File: config.mk
export PLATFORM = sky130hd
export DESIGN_NAME = wifi_tx_interleaver
export DESIGN_NICKNAME = d
export VERILOG_FILES = /design/src/rtl/wifi_tx_interleaver_pkg.sv /design/src/rtl/wifi_intlv_addr_gen.sv /design/src/rtl/wifi_tx_interleaver.sv
export SDC_FILE = /design/constraint.sdc
export NUM_CORES = 1
export LEC_CHECK = 0
export ABC_AREA = 1
export ABC_CLOCK_PERIOD_IN_PS = 2000
export BUFFER_PORTS_ARGS = -buffer_cell sky130_fd_sc_hd__buf_2
export CAP_MARGIN = 20
export CORE_MARGIN = 1
export CORE_UTILIZATION = 63
export CTS_CLUSTER_DIAMETER = 150
export DETAILED_ROUTE_END_ITERATION = 12
export PLACE_DENSITY = 0.76
export SETUP_SLACK_MARGIN = 0.02
export SLEW_MARGIN = 20
export SYNTH_ARGS = -nofsm -noshare
export SYNTH_HDL_FRONTEND = slang
export SYNTH_SLANG_ARGS = --single-unit
File: constraint.sdc
create_clock -name clk -period 2 [get_ports clk]
set_input_delay 0.1 -clock clk [delete_from_list [all_inputs] [get_ports clk]]
set_output_delay 0.1 -clock clk [all_outputs]
set_load 0.005 [all_outputs]
File: src/rtl/wifi_tx_interleaver_pkg.sv
`default_nettype none
// ============================================================================
// Module      : wifi_tx_interleaver_pkg
// Description : Shared WIFI TX constants: coded bits per OFDM symbol for the
//               supported modulations and the 802.11a interleaver row count.
// Revision    : 1.0 - initial release
// ============================================================================
package wifi_tx_interleaver_pkg;

    // Coded bits per OFDM symbol
    localparam int c_n_cbps_bpsk = 48;
    localparam int c_n_cbps_qpsk = 96;

    // The 802.11a block interleaver is always 16 rows deep; the column count
    // scales with N_CBPS.
    localparam int c_intlv_rows  = 16;
    localparam int c_row_w       = 4;

endpackage : wifi_tx_interleaver_pkg
`default_nettype wire

File: src/rtl/wifi_intlv_addr_gen.sv
`default_nettype none
// ============================================================================
// Module      : wifi_intlv_addr_gen
// Description : Incremental write-address generator for the 802.11a first
//               permutation. For input index k it produces
//               i = COLS*(k mod 16) + floor(k/16) without a multiplier by
//               walking rows (step COLS) and restarting at col+1 on row wrap.
//   clk       in   clock
//   reset     in   synchronous active-high reset
//   i_advance in   accept the current bit, step to the next index
//   o_addr    out  write address for the current index k
//   o_last    out  current index is k = N_CBPS-1
// Revision    : 1.0 - initial release
// ============================================================================
module wifi_intlv_addr_gen
    import wifi_tx_interleaver_pkg::*;
#(
    parameter int N_CBPS = c_n_cbps_bpsk
) (
    input  logic                      clk,
    input  logic                      reset,
    input  logic                      i_advance,
    output logic [$clog2(N_CBPS)-1:0] o_addr,
    output logic                      o_last
);

    localparam int COLS   = N_CBPS / c_intlv_rows;
    localparam int ADDR_W = $clog2(N_CBPS);
    localparam int COL_W  = (COLS > 1) ? $clog2(COLS) : 1;

    logic [c_row_w-1:0] r_row;
    logic [COL_W-1:0]   r_col;
    logic [ADDR_W-1:0]  r_addr;

    logic w_row_wrap;
    logic w_last;

    assign w_row_wrap = (r_row == c_row_w'(c_intlv_rows - 1));
    assign w_last     = w_row_wrap && (r_col == COL_W'(COLS - 1));

    always_ff @(posedge clk) begin
        if (reset) begin
            r_row  <= '0;
            r_col  <= '0;
            r_addr <= '0;
        end else if (i_advance) begin
            if (w_last) begin
                // Symbol complete: next bit starts a new symbol at k=0
                r_row  <= '0;
                r_col  <= '0;
                r_addr <= '0;
            end else if (w_row_wrap) begin
                // Row 15 -> 0 moves to the next column; address restarts
                // at the top of that column.
                r_row  <= '0;
                r_col  <= r_col + COL_W'(1);
                r_addr <= ADDR_W'(r_col) + ADDR_W'(1);
            end else begin
                r_row  <= r_row + c_row_w'(1);
                r_addr <= r_addr + ADDR_W'(COLS);
            end
        end
    end

    assign o_addr = r_addr;
    assign o_last = w_last;

endmodule : wifi_intlv_addr_gen
`default_nettype wire

File: src/rtl/wifi_tx_interleaver.sv
`default_nettype none
// ============================================================================
// Module      : wifi_tx_interleaver
// Description : Bit-serial 802.11a BPSK block interleaver with a ping-pong
//               pair of N_CBPS-bit banks. Bits are written in permuted
//               order and read out sequentially, so one symbol streams to
//               the mapper while the next one is being written.
//   clk         in   clock (encoder output domain)
//   reset       in   synchronous active-high reset
//   valid_in    in   coded bit valid
//   data_in     in   coded bit
//   enable      in   downstream read enable
//   ready       out  current write bank is not full
//   valid_out   out  data_out holds an interleaved bit
//   data_out    out  interleaved bit (registered, holds when idle)
//   symbol_done out  pulse with the last bit of each symbol
//   overflow    out  sticky: a bit arrived while ready was low
// Revision    : 1.0 - initial release
// ============================================================================
module wifi_tx_interleaver
    import wifi_tx_interleaver_pkg::*;
#(
    parameter int N_CBPS = c_n_cbps_bpsk
) (
    input  logic clk,
    input  logic reset,
    input  logic valid_in,
    input  logic data_in,
    input  logic enable,
    output logic ready,
    output logic valid_out,
    output logic data_out,
    output logic symbol_done,
    output logic overflow
);

    localparam int ADDR_W = $clog2(N_CBPS);

    localparam logic [0:0] c_st_idle   = 1'b0;
    localparam logic [0:0] c_st_stream = 1'b1;

    logic [N_CBPS-1:0] r_bank [2];
    logic [1:0]        r_full;
    logic              r_wr_bank;
    logic              r_rd_bank;
    logic [ADDR_W-1:0] r_rd_idx;
    logic [0:0]        r_state;
    logic              r_valid_out;
    logic              r_data_out;
    logic              r_symbol_done;
    logic              r_overflow;

    logic              w_ready;
    logic              w_wr_en;
    logic [ADDR_W-1:0] w_wr_addr;
    logic              w_wr_last;
    logic              w_rd_fire;
    logic              w_rd_last;

    // wr_bank only ever points at a non-full bank while ready is high, so a
    // write can never land in the bank the reader is draining.
    assign w_ready   = ~r_full[r_wr_bank];
    assign w_wr_en   = valid_in && w_ready;
    assign w_rd_fire = r_full[r_rd_bank] && enable;
    assign w_rd_last = (r_rd_idx == ADDR_W'(N_CBPS - 1));

    wifi_intlv_addr_gen #(
        .N_CBPS (N_CBPS)
    ) u_addr_gen (
        .clk       (clk),
        .reset     (reset),
        .i_advance (w_wr_en),
        .o_addr    (w_wr_addr),
        .o_last    (w_wr_last)
    );

    // Bank storage carries no reset: contents are meaningless until the
    // matching full flag is set.
    always_ff @(posedge clk) begin
        if (w_wr_en) begin
            r_bank[r_wr_bank][w_wr_addr] <= data_in;
        end
    end

    always_ff @(posedge clk) begin
        if (reset) begin
            r_full        <= '0;
            r_wr_bank     <= 1'b0;
            r_rd_bank     <= 1'b0;
            r_rd_idx      <= '0;
            r_state       <= c_st_idle;
            r_valid_out   <= 1'b0;
            r_data_out    <= 1'b0;
            r_symbol_done <= 1'b0;
            r_overflow    <= 1'b0;
        end else begin
            if (valid_in && !w_ready) begin
                r_overflow <= 1'b1;
            end

            // Write and read completions always hit different banks (one
            // is empty, the other full), so both flag updates can apply.
            if (w_rd_fire && w_rd_last) begin
                r_full[r_rd_bank] <= 1'b0;
                r_rd_bank         <= ~r_rd_bank;
            end
            if (w_wr_en && w_wr_last) begin
                r_full[r_wr_bank] <= 1'b1;
                r_wr_bank         <= ~r_wr_bank;
            end

            r_valid_out   <= w_rd_fire;
            r_symbol_done <= w_rd_fire && w_rd_last;
            if (w_rd_fire) begin
                r_data_out <= r_bank[r_rd_bank][r_rd_idx];
                r_rd_idx   <= w_rd_last ? '0 : r_rd_idx + ADDR_W'(1);
            end

            // Streaming is driven by the full flag directly, so a second
            // full bank is picked up back-to-back without a bubble.
            case (r_state)
                c_st_idle: begin
                    if (w_rd_fire) begin
                        r_state <= c_st_stream;
                    end
                end
                c_st_stream: begin
                    if (w_rd_fire && w_rd_last) begin
                        r_state <= c_st_idle;
                    end
                end
                default: r_state <= c_st_idle;
            endcase
        end
    end

    assign ready       = w_ready;
    assign valid_out   = r_valid_out;
    assign data_out    = r_data_out;
    assign symbol_done = r_symbol_done;
    assign overflow    = r_overflow;

endmodule : wifi_tx_interleaver
`default_nettype wire

; ---- Word level (Yosys, flattened, before mapping)
; Memories as Yosys holds them, arrays and structs flattened. A register that Yosys moved wholly into a read port is not among the register bits.
; Cells that the tools add are included.
[word_totals]
mem_bits_ro = 0
mem_count = 1
regBits = 26
elab_cells = 70
output_inout_bits = 5
ram_bits = 96
inputBits = 5
latchBits = 0
[op_classes]
n_addsub = 5
n_lt_le_gt_ge = 7
n_mux = 26
n_mul = 0
n_shift = 0
n_reduce_logical = 11
eq_ne = 3
bitwise_logic = 6
div = 0
[memory_table]
columns = memory, depth, word_bits, read_ports, rd_clocked_by_memory_dff, wr, line
row1 = r_bank, 2, 48, 1, 1, 1, wifi_tx_interleaver.sv:42  ; logic [N_CBPS-1:0] r_bank [2];
[op_table]
columns = operator, n
row1 = 48-bit two-way mux, 1
row2 = 6-bit two-way mux, 3
row3 = 6-bit by 7-bit less-than comparator with 1-bit output (second input constant), 2
row4 = 1-bit two-way mux, 11
row5 = 2-bit two-way mux, 5
row6 = 1-bit logical AND, 9
row7 = 4-bit two-way mux, 2
row8 = 6-bit by 1-bit adder with 6-bit output (second input constant), 1
row9 = 6-bit by 2-bit adder with 6-bit output (second input constant), 1
row10 = 1-bit binary-select mux with 6-bit select, 1
row11 = 1-bit demux with 6-bit select, 1
row12 = 6-bit equality test (second input constant), 1
row13 = 6-bit by 1-bit >= comparator with 1-bit output (second input constant), 1
row14 = 4-bit by 1-bit adder with 4-bit output (second input constant), 1
row15 = 4-bit equality test (second input constant), 1
row16 = 1-bit by 2-bit less-than comparator with 1-bit output (second input constant), 2
row17 = 2-bit by 1-bit adder with 3-bit output (second input constant), 1
row18 = 1-bit NOT, 3
row19 = 2-bit by 1-bit adder with 2-bit output (second input constant), 1
row20 = 2-bit AND, 1
row21 = 1-bit demux with 1-bit select, 2
row22 = 2-bit equality test (second input constant), 1
row23 = 1-bit >= comparator (second input constant), 2
row24 = 2-bit NOT, 1
row25 = 3 further kinds, 3

; ---- Depth between registers and ports, before layout
[logic_depth]
word_depth = 10
depth_mapped = 13
mapped_depth_nobuf = 11

; ---- Hierarchy
; Synthesis repeated with hierarchy kept, for this count alone.
[unflattened]
hier_cells = 712
hier_area_um2 = 6017.0
[modules_own_cells]
columns = mod, seq_area_each_um2, area_per_inst_um2, cells_per_inst, n_inst
row1 = wifi_tx_interleaver, 3183.1, 5360.1, 619, 1
row2 = wifi_intlv_addr_gen, 240.2, 656.9, 93, 1

; ---- Least setup slack after synthesis
; OpenSTA, ideal clock, no wires.
[synth_timing]
kind = reg-to-reg
start = reg r_wr_bank
end = mem r_bank[0][8] (netlist name) (enable)
path_buffers = 2
arrival_time_ns = 1.214
stages_incl_launch_ff = 12
path_slack_ns = 0.487
setup_ns = 0.299
synth_period_minus_slack_ns = 1.513
t_required_ns = 1.701
path_cell_list = dfxtp_1 -> buf_6 -> nand2_2 -> o21ai_2 -> inv_4 -> nand2_8 -> inv_4 -> buf_6 -> nand3_2 -> inv_2 -> nand2_1 -> nor2_1
[synth_via]
elab_chain_len = 6
[synth_rtl]
columns = element, line
row1 = "start, declared", wifi_tx_interleaver.sv:44  ; logic r_wr_bank;
row2 = "start signal, assigned", wifi_tx_interleaver.sv:109  ; r_wr_bank <= ~r_wr_bank;
row3 = 1-bit two-way mux (not written as such) (2 in a row), wifi_tx_interleaver.sv:62  ; assign w_ready = ~r_full[r_wr_bank];
row4 = 1-bit NOT, wifi_tx_interleaver.sv:62
row5 = via ready, wifi_tx_interleaver.sv:30  ; output logic ready,
row6 = 1-bit logical AND, wifi_tx_interleaver.sv:63  ; assign w_wr_en = valid_in && w_ready;
row7 = 1-bit two-way mux, wifi_tx_interleaver.sv:80  ; if (w_wr_en) begin
row8 = 48-bit two-way mux (not written as such), wifi_tx_interleaver.sv:81  ; r_bank[r_wr_bank][w_wr_addr] <= data_in;
row9 = "end, declared", wifi_tx_interleaver.sv:42
; The timed path passes the listed nets, and every way through them passes these cells. The select of a mux whose other input is x is not followed.

; ---- Worst setup path in the final report
[layout_timing]
start = reg u_addr_gen.r_addr[1] (netlist: u_addr_gen.o_addr[1])
end = mem r_bank[1][26] (netlist name) (enable)
[layout_via]
elab_chain_len = 5
word_cells_on_any_way = 6
classes_between = order compare (2) / mux (3) / reduce/logical (1)
[layout_rtl]
columns = element, line
row1 = "start, declared", wifi_intlv_addr_gen.sv:33  ; logic [ADDR_W-1:0] r_addr;
row2 = "start signal, assigned", wifi_intlv_addr_gen.sv:57  ; r_addr <= ADDR_W'(r_col) + ADDR_W'(1);
row3 = "start signal, assigned", wifi_intlv_addr_gen.sv:60  ; r_addr <= r_addr + ADDR_W'(COLS);
row4 = 6-bit by 7-bit less-than comparator with 1-bit output (not written as such) / 6-bit by 1-bit >= comparator with 1-bit output (equally long branches), wifi_tx_interleaver.sv:81
row5 = 1-bit logical AND (not written as such), wifi_tx_interleaver.sv:81
row6 = 1-bit two-way mux (not written as such), wifi_tx_interleaver.sv:81
row7 = 1-bit demux with 6-bit select (*), wifi_tx_interleaver.sv:81
row8 = 48-bit two-way mux (not written as such) (*), wifi_tx_interleaver.sv:81
; Mark *: on every way between the ends. The rest lies on a longest branch, timed or not.

==> impl_metrics.env <==
export IMPL_outcome="completed"
export IMPL_worst_slack_ps=130
export IMPL_cp_required_ps=2230
export IMPL_leakage_nw=2.62
export IMPL_end_kind="flop"
export IMPL_synth_cell_area_um2=6010
export IMPL_dr_total_vias=4755
export IMPL_rows=35
export IMPL_final_area_um2=6790
export IMPL_final_nets=710
export IMPL_post_route_period_util=0.935
export IMPL_core_region_area_um2=9240
export IMPL_p_per_area_nw_per_um2=875
export IMPL_hold_worst_slack_ps=66.5
export IMPL_worstSkewPairLatency_ps=540
export IMPL_gp_congestion=0.803
export IMPL_routed_wl_um=14000
export IMPL_r2r_start="u_addr_gen.o_addr[1]"
export IMPL_critPathMaxFanout=6
export IMPL_crit_path_start="u_addr_gen.o_addr[1]"
export IMPL_vdd_drop_max_uv=584
export IMPL_dr_first_iter_drc_count=371
export IMPL_final_common_cell="nand2_1"
export IMPL_fillers=682
export IMPL_grt_ovfl_total=0
export IMPL_drc=0
export IMPL_fmax_mhz=535
export IMPL_cap_violations=0
export IMPL_port_buffers=9
export IMPL_grt_pass1_vias=4574
export IMPL_ctsHtreeMaxLevel=4
export IMPL_yosysWarnings=0
export IMPL_clk_pin_slew_ps=60
export IMPL_syn_to_final_growth_pct=13.0
export IMPL_hold_viol=0
export IMPL_dpl_cell_area_um2=6180
export IMPL_synth_cell_types=39
export IMPL_grt_setup_unrepaired="false"
export IMPL_grt_pass1_wl_um=22400
export IMPL_vias_per_cell=5.65
export IMPL_cts_tree="yes"
export IMPL_syn_num_nets=694
export IMPL_cts_sinks=123
export IMPL_drv_slew=0
export IMPL_setup_viol=0
export IMPL_clockBufferDepth=2
export IMPL_crit_type="flop to flop"
export IMPL_antenna_found_initial=0
export IMPL_diodes=0
export IMPL_synth_edf_count=96
export IMPL_postRouteAntennaNets=0
export IMPL_dieArea_um2=9940
export IMPL_clock_skew_ps=18.9
export IMPL_drive_gt1_frac=0.116
export IMPL_dp_hpwl_um=8470
export IMPL_dpl_worst_slack_ps=162
export IMPL_top_level_ports=10
export IMPL_routedWlPerCell_um=16.6
export IMPL_hold_path_class="primary input to flop"
export IMPL_hold_path_startpoint="enable"
export IMPL_numCtsBuffers=17
export IMPL_start_util=0.651
export IMPL_avgSynthCellArea_um2=8.79
export IMPL_period_minus_slack_ps=1870
export IMPL_final_cell_mix="nand2_1 (183), nor2_1 (121), edfxtp_1 (96)"
export IMPL_die_x_um=99.7
export IMPL_synthArstFlopShare=0
export IMPL_dieHeight_um=99.7
export IMPL_r2r_setup_slack_ps=130
export IMPL_setup_tns_ps=0
export IMPL_critPathLaunchType="flop"
export IMPL_syn_inst=684
export IMPL_cts_root_buffer="clkbuf_8"
export IMPL_tightest_slew_ps=682
export IMPL_relSlewSlack=0.545
export IMPL_grt_max_degree=54
export IMPL_arrival_ps=2100
export IMPL_grt_usage=0.305
export IMPL_dr_pass1_iters=5
export IMPL_yosysSeqAreaShare=0.569
export IMPL_synth_seq_cells=123
export IMPL_ys_flop_type="edfxtp_1"
flip-flops by register name (all words and copies together) (netlist names), 2 cells and up, named ones only:
signal and flops:
u_addr_gen.o_addr 6, u_addr_gen.r_col 2, u_addr_gen.r_row 4, r_full 2, r_rd_idx 6, r_bank 96
metrics by stage:
| step | utilization | total power [mW] | instances |
|---|---|---|---|
| 2_1_floorplan | - | 2.94 | 684 |
| 3_3_place_gp | 0.669 | 3.01 | 807 |
| 3_5_place_dp | 0.669 | 3.01 | 807 |
| 4_1_cts | 0.735 | 5.94 | 842 |
| 5_1_grt | 0.735 | 6.07 | 842 |
| 6_report | 0.735 | 5.94 | 842 |
path summary, 6_finish.rpt:
check | end | cells past startpoint
setup / recovery | r_bank[1][26] | 4
hold / removal | valid_out | 5
setup reg to reg | r_bank[1][26] | 4
hold reg to reg | u_addr_gen.r_row[1] | 2
cell families after synthesis:
logic type	share of synthesized area
buffers and inverters	0.0760
DFF	0.569
and+or+nand+nor	0.288
adders and majority gates	0.0104
xor gates and xnor gates	0.00291
AOI/OAI and AO/OA	0.0535
critical path, cell delays in order, from the launching register on:
cell and delay (ps):
dfxtp_1 420, inv_1 120, nor3_1 510, inv_1 250, nor3_1 260
per-layer routing:
metal | vias up | wire, um | track usage
met4 | 0 | 365 | 0.138
met2 | 169 | 6790 | 0.502
met1 | 2283 | 5760 | 0.386
met5 | - | 0 | 0
met3 | 29 | 1100 | 0.0696
li1 | 2274 | - | -
synth_stat cells, types with 3 or more instances:
| cell type | count | area [um^2] |
|---|---|---|
| buf_2 | 11 | 55.1 |
| o21ai_0 | 17 | 85.1 |
| nor3_1 | 25 | 125 |
| nor3_2 | 3 | 30.0 |
| inv_1 | 59 | 221 |
| clkbuf_1 | 9 | 33.8 |
| o21ai_1 | 4 | 20.0 |
| buf_6 | 7 | 78.8 |
| nand2_1 | 183 | 687 |
| ha_1 | 5 | 62.6 |
| nand3_1 | 49 | 245 |
| inv_2 | 4 | 15.0 |
| nor2_1 | 122 | 458 |
| inv_4 | 3 | 18.8 |
| o211ai_1 | 5 | 37.5 |
| buf_4 | 4 | 30.0 |
| a21oi_1 | 23 | 115 |
| dfxtp_1 | 27 | 541 |
| edfxtp_1 | 96 | 2880 |
layout make-up:
class	instances	area, um^2	area share
clock inverter	10	81.3	0.0120
inverter	66	255	0.0376
tap	129	161	0.0238
sequential	123	3430	0.504
clock buffer	22	495	0.0729
multi-input combinational	463	2130	0.314
timing repair buffer	29	240	0.0354
what timing repair did:
action                                  CTS  global route
gates resized for setup                   0             1
hold buffers                              3             0
endpoints found under the setup margin    0             2
hold endpoints to repair                 12             0
setup buffers                             0             0
power by group:
part / leakage (nW) / switching, mW / internal, mW
logic: 1.24 / 0.132 / 0.0522
clock network: 0.297 / 1.12 / 1.85
registers: 1.08 / 0.0180 / 2.77
total: 2.62 / 1.27 / 4.68
Note: power is estimated with default switching activity, not from simulation.
